[src/rtl/mem_arb_pkg.sv]
// rtl/mem_arb_pkg.sv - shared types and constants for the memory port arbiter
package mem_arb_pkg;

    localparam int DEF_DATA_W = 16;
    localparam int DEF_ADDR_W = 8;
    localparam int DEF_RD_LAT = 1;

    localparam logic REQ_CPU = 1'b0;
    localparam logic REQ_DBG = 1'b1;

    typedef enum logic [1:0] {
        ST_IDLE  = 2'd0,
        ST_ISSUE = 2'd1,
        ST_WAIT  = 2'd2,
        ST_DONE  = 2'd3
    } state_t;

endpackage

[src/rtl/rr_pick2.sv]
// rtl/rr_pick2.sv - combinational two-way round-robin picker
module rr_pick2
    import mem_arb_pkg::*;
(
    input  logic req0,
    input  logic req1,
    input  logic last_served,
    output logic valid,
    output logic winner
);

    always_comb begin
        valid = req0 | req1;
        // On a tie the requester that was not served last time wins
        if (req0 && req1) begin
            winner = ~last_served;
        end else if (req1) begin
            winner = REQ_DBG;
        end else begin
            winner = REQ_CPU;
        end
    end

endmodule

[src/rtl/mem_port_arbiter.sv]
// rtl/mem_port_arbiter.sv - shares a single-port synchronous-read memory between two requesters
module mem_port_arbiter
    import mem_arb_pkg::*;
#(
    parameter int DATA_W = DEF_DATA_W,
    parameter int ADDR_W = DEF_ADDR_W,
    parameter int RD_LAT = DEF_RD_LAT
) (
    input  logic              clk,
    input  logic              rst,
    input  logic              req0,
    input  logic              req1,
    input  logic              we0,
    input  logic              we1,
    input  logic [ADDR_W-1:0] addr0,
    input  logic [ADDR_W-1:0] addr1,
    input  logic [DATA_W-1:0] wdata0,
    input  logic [DATA_W-1:0] wdata1,
    output logic              gnt0,
    output logic              gnt1,
    output logic              done0,
    output logic              done1,
    output logic [DATA_W-1:0] rdata0,
    output logic [DATA_W-1:0] rdata1,
    output logic              busy,
    output logic [ADDR_W-1:0] mem_addr,
    output logic [DATA_W-1:0] mem_data,
    output logic              mem_wren,
    input  logic [DATA_W-1:0] mem_q
);

    state_t            state_q, state_d;
    logic              cur_q, cur_d;
    logic              last_q, last_d;
    logic              we_q, we_d;
    logic [1:0]        cnt_q, cnt_d;
    logic [ADDR_W-1:0] mem_addr_q, mem_addr_d;
    logic [DATA_W-1:0] mem_data_q, mem_data_d;
    logic              mem_wren_q, mem_wren_d;
    logic              gnt0_q, gnt0_d, gnt1_q, gnt1_d;
    logic              done0_q, done0_d, done1_q, done1_d;
    logic [DATA_W-1:0] rdata0_q, rdata0_d, rdata1_q, rdata1_d;
    logic              busy_q, busy_d;

    logic pick_valid;
    logic pick_winner;

    rr_pick2 u_pick (
        .req0        (req0),
        .req1        (req1),
        .last_served (last_q),
        .valid       (pick_valid),
        .winner      (pick_winner)
    );

    always_comb begin
        state_d    = state_q;
        cur_d      = cur_q;
        last_d     = last_q;
        we_d       = we_q;
        cnt_d      = cnt_q;
        mem_addr_d = mem_addr_q;
        mem_data_d = mem_data_q;
        mem_wren_d = 1'b0;
        gnt0_d     = 1'b0;
        gnt1_d     = 1'b0;
        done0_d    = 1'b0;
        done1_d    = 1'b0;
        rdata0_d   = rdata0_q;
        rdata1_d   = rdata1_q;

        // Pulse outputs are computed for the state being entered so they are registered
        case (state_q)
            ST_IDLE: begin
                if (pick_valid) begin
                    cur_d      = pick_winner;
                    last_d     = pick_winner;
                    we_d       = (pick_winner == REQ_DBG) ? we1 : we0;
                    mem_addr_d = (pick_winner == REQ_DBG) ? addr1 : addr0;
                    mem_data_d = (pick_winner == REQ_DBG) ? wdata1 : wdata0;
                    mem_wren_d = we_d;
                    gnt0_d     = (pick_winner == REQ_CPU);
                    gnt1_d     = (pick_winner == REQ_DBG);
                    state_d    = ST_ISSUE;
                end
            end
            ST_ISSUE: begin
                if (we_q) begin
                    done0_d = (cur_q == REQ_CPU);
                    done1_d = (cur_q == REQ_DBG);
                    state_d = ST_DONE;
                end else begin
                    cnt_d   = 2'(RD_LAT - 1);
                    state_d = ST_WAIT;
                end
            end
            ST_WAIT: begin
                if (cnt_q == 2'd0) begin
                    if (cur_q == REQ_DBG) begin
                        rdata1_d = mem_q;
                    end else begin
                        rdata0_d = mem_q;
                    end
                    done0_d = (cur_q == REQ_CPU);
                    done1_d = (cur_q == REQ_DBG);
                    state_d = ST_DONE;
                end else begin
                    cnt_d = cnt_q - 2'd1;
                end
            end
            ST_DONE: begin
                state_d = ST_IDLE;
            end
            default: begin
                state_d = ST_IDLE;
            end
        endcase

        busy_d = (state_d != ST_IDLE);
    end

    always_ff @(posedge clk or posedge rst) begin
        if (rst) begin
            state_q    <= ST_IDLE;
            cur_q      <= REQ_CPU;
            last_q     <= REQ_DBG;
            we_q       <= 1'b0;
            cnt_q      <= 2'd0;
            mem_addr_q <= '0;
            mem_data_q <= '0;
            mem_wren_q <= 1'b0;
            gnt0_q     <= 1'b0;
            gnt1_q     <= 1'b0;
            done0_q    <= 1'b0;
            done1_q    <= 1'b0;
            rdata0_q   <= '0;
            rdata1_q   <= '0;
            busy_q     <= 1'b0;
        end else begin
            state_q    <= state_d;
            cur_q      <= cur_d;
            last_q     <= last_d;
            we_q       <= we_d;
            cnt_q      <= cnt_d;
            mem_addr_q <= mem_addr_d;
            mem_data_q <= mem_data_d;
            mem_wren_q <= mem_wren_d;
            gnt0_q     <= gnt0_d;
            gnt1_q     <= gnt1_d;
            done0_q    <= done0_d;
            done1_q    <= done1_d;
            rdata0_q   <= rdata0_d;
            rdata1_q   <= rdata1_d;
            busy_q     <= busy_d;
        end
    end

    assign gnt0     = gnt0_q;
    assign gnt1     = gnt1_q;
    assign done0    = done0_q;
    assign done1    = done1_q;
    assign rdata0   = rdata0_q;
    assign rdata1   = rdata1_q;
    assign busy     = busy_q;
    assign mem_addr = mem_addr_q;
    assign mem_data = mem_data_q;
    assign mem_wren = mem_wren_q;

endmodule

[config.mk]
export PLATFORM = sky130hd
export DESIGN_NAME = mem_port_arbiter
export DESIGN_NICKNAME = d
export VERILOG_FILES = /design/src/rtl/mem_arb_pkg.sv /design/src/rtl/rr_pick2.sv /design/src/rtl/mem_port_arbiter.sv
export SDC_FILE = /design/constraint.sdc
export NUM_CORES = 1
export LEC_CHECK = 0
export ABC_AREA = 1
export CAP_MARGIN = 10
export CELL_PAD_IN_SITES_DETAIL_PLACEMENT = 1
export CELL_PAD_IN_SITES_GLOBAL_PLACEMENT = 1
export CORE_ASPECT_RATIO = 0.8
export CORE_MARGIN = 4
export CORE_UTILIZATION = 30
export DETAILED_ROUTE_END_ITERATION = 16
export PLACE_DENSITY_LB_ADDON = 0.15
export REMOVE_ABC_BUFFERS = 1
export SYNTH_ARGS = -nofsm -noshare
export SYNTH_HDL_FRONTEND = slang
export SYNTH_SLANG_ARGS = --single-unit
[constraint.sdc]
create_clock -name clk -period 2.7 [get_ports clk]
set_clock_uncertainty 0.1 [all_clocks]
set_input_delay 0.54 -clock clk [delete_from_list [all_inputs] [get_ports clk]]
set_output_delay 0.54 -clock clk [all_outputs]
set_load 0.03 [all_outputs]
==> run_results.csv <==
group,metric,value,unit
finish,insertedDiodeCount,0,
detailed_routing,num_vias,2930,
synthesis,synth.area.top_cells,"dfrtp_1 53%, nand2_1 15%, inv_1 9.3%, nand3_1 8.5%, o21ai_0 3.9%",
clock_network,cts_tree,"yes",
finish,fin_cells,672,
global_routing,grt_pass1_vias,3264,
synthesis,synth_common_cells,"125 x nand2_1, 79 x inv_1, 68 x dfrtp_1, 54 x nand3_1, 25 x o21ai_0",
clock_network,h-tree-depth,3,
setup_path,worstPathRequired,2.06,ns
clock_network,clk_latency,0.33,ns
finish,multi_input_area,1050,µm²
finish,fin_nets,601,
clock_network,root_buffer,"clkbuf_16",
timing,rsz0062_at_grt,"no",
synthesis,synth_edf_count,0,
hold_path,min_delay_path_depth,2,
finish,n_fill_cell,1264,
clock_network,cts_buffers,9,
timing,fmax,493,MHz
global_routing,grtUsageTotal,16.5,%
finish,drive_gt1_share,6.58,%
synthesis,yosysMostFrequentCell,"nand2_1",
setup_path,arrival,1.39,ns
die,core-area,10300,µm²
setup_path,slowest_delay,0.70,ns
setup_path,slowest_stage,"clkdlybuf4s50_1",
setup_path,cp-end-kind,"primary output",
finish,ff_latch_area,1730,µm²
placed_design,dp.cells,656,
detailed_routing,antenna_left,0,
global_routing,overflow,0,
finish,area_growth,53.7,%
clock_network,hold_buffers,0,
detailed_routing,finalWirelength,9550,µm
detailed_routing,drc,0,
synthesis,ys_seq_elements,69,
synthesis,synth_cell_types,21,
global_routing,grt_max_degree,33,
synthesis,ys_seq_area_share,54.1,%
setup_path,reg2regPathDepth,7,
global_routing,grt_antenna_before_repair,0,
placed_design,port_buffers,131,
timing,period_share,75.2,%
setup_path,path_cells,"clkdlybuf4s50_1",
power,peakVddDrop,0.458,mV
die,start_util,30.9,%
placed_design,dpl.hpwl,7190,µm
detailed_routing,drtIter0Drc,76,
clock_network,clock-sinks,69,
clock_network,cts_resized,0,
die,rows,33,
synthesis,ys_warn_count,0,
clock_network,clk_pin_slew,0.06,ns
power,p_total,6060,µW
timing,worst_pin_slew,0.598,ns
run_status,run_status,"finished clean",
synthesis,syn_area,3190,µm²
power,p_leak,0.00252,µW
timing,hold_viol,0,
die,dieArea,12400,µm²
finish,final_util,47.6,%
placed_design,gp_congestion,0.754,
setup_path,crit_family,"buffers and inverters",
synthesis,syn_area_per_cell,8.08,µm²
setup_path,worstReg2RegStart,"state_q[0]",
setup_path,worstSetupStartpointType,"register",
setup_path,cp_num_buf_inv,1,
detailed_routing,avgViaCountPerCell,4.36,
synthesis,netlist.top_cell.by_area,"dfrtp_1",
job,cap_violations,0,
timing,whs,0.373,ns
setup_path,path_max_fanout,2,
clock_network,cts.path.max_buffers,2,
die,die_h,100,µm
synthesis,syn_inst,395,
power,power_density,1230,nW/µm²
setup_path,r2r_slack,0.86,ns
setup_path,r2r_end,"rdata0[13]",
synthesis,synth_top_flop_cell,"dfrtp_1",
hold_path,hold_end,"cnt_q[1]",
synthesis,async_flop_share,100,%
die,ioPinCount,132,
detailed_routing,wl_per_cell,14.2,µm
detailed_routing,first_pass_iters,4,
hold_path,min_from,"cnt_q[1]",
timing,finalSetupTns,0,ns
timing,slew_violations,0,
die,die_x,123,µm
timing,finalCriticalPeriod,2.03,ns
setup_path,path_class,"reg2out",
hold_path,hold_class,"reg2reg",
timing,maxSlewHeadroom,60.0,%
timing,setup_viol,0,
clock_network,postCtsSetupBuffers,0,
global_routing,grt_pass1_wl,16000,µm
synthesis,yosys.area.top_type_share,53.3,%
==> sequential cells by signal (all words and copies together) (netlist names), 2 cells and up <==
name      cells
rdata0       16
mem_addr      8
mem_data     16
cnt_q         2
state_q       2
rdata1       16
==> worst max-delay path by stage <==
stage / startpoint / to / slack, ns / depth (start not counted)
finish: mem_data[3] / mem_data[3] / 0.67 / 1
global route: state_q[0] / rdata0[13] / 0.60 / 6
CTS: mem_data[2] / mem_data[2] / 0.65 / 1
detailed placement: req1 / mem_addr[0] / 0.51 / 6
global placement: req1 / mem_data[15] / 0.51 / 6
floorplan: rst / busy / 0.32 / 1
==> through the flow <==
stage          setup slack [ns]  instance area [µm²]
2_1_floorplan             0.322                 3080
3_3_place_gp              0.509                 4630
3_5_place_dp              0.509                 4630
4_1_cts                   0.650                 4910
5_1_grt                   0.601                 4910
6_report                  0.670                 4910
==> layer usage <==
metal,global-route usage [%],part of all wire [%],up-vias,wire length [µm]
met5,0,0,-,0
li1,-,-,1456,-
met1,19.8,42,1409,4030
met3,5.13,5.2,6,496
met2,28.8,52,59,4970
met4,4.09,0.57,0,54
==> cell usage in the layout (no fill, tap or decap), drive strengths merged <==
master and count:
a21oi 1, buf 7, clkbuf 9, clkdlybuf4s50 131
clkinv 4, clkinvlp 2, dfrtp 68, dfstp 1
ha 4, inv 82, nand2 130, nand3 54
nor2 6, o21ai 33
==> cell families (layout without fill, tap and decap cells) <==
group | after synthesis | in the layout | share of synthesized area (%)
fa+ha+maj | 4 | 4 | 1.57
compound gates | 34 | 34 | 5.45
flops | 69 | 69 | 54.1
buf+inv | 98 | 235 | 13.1
simple gates | 190 | 190 | 25.7
==> where the power goes <==
part           switching [µW]  internal [µW]
clock                     457            623
combinational            1930           1220
sequential                277           1550
total                    2660           3400
==> area by class of cell <==
cell class	instances	share of cell area, %
clock inverter	7	1.05
tap	140	3.57
inverter	81	6.25
clock buffer	9	4.59
timing repair buffer	138	28.0
sequential	69	35.2
multi-input combinational	228	21.3
Note: power is estimated with default switching activity, not from simulation.
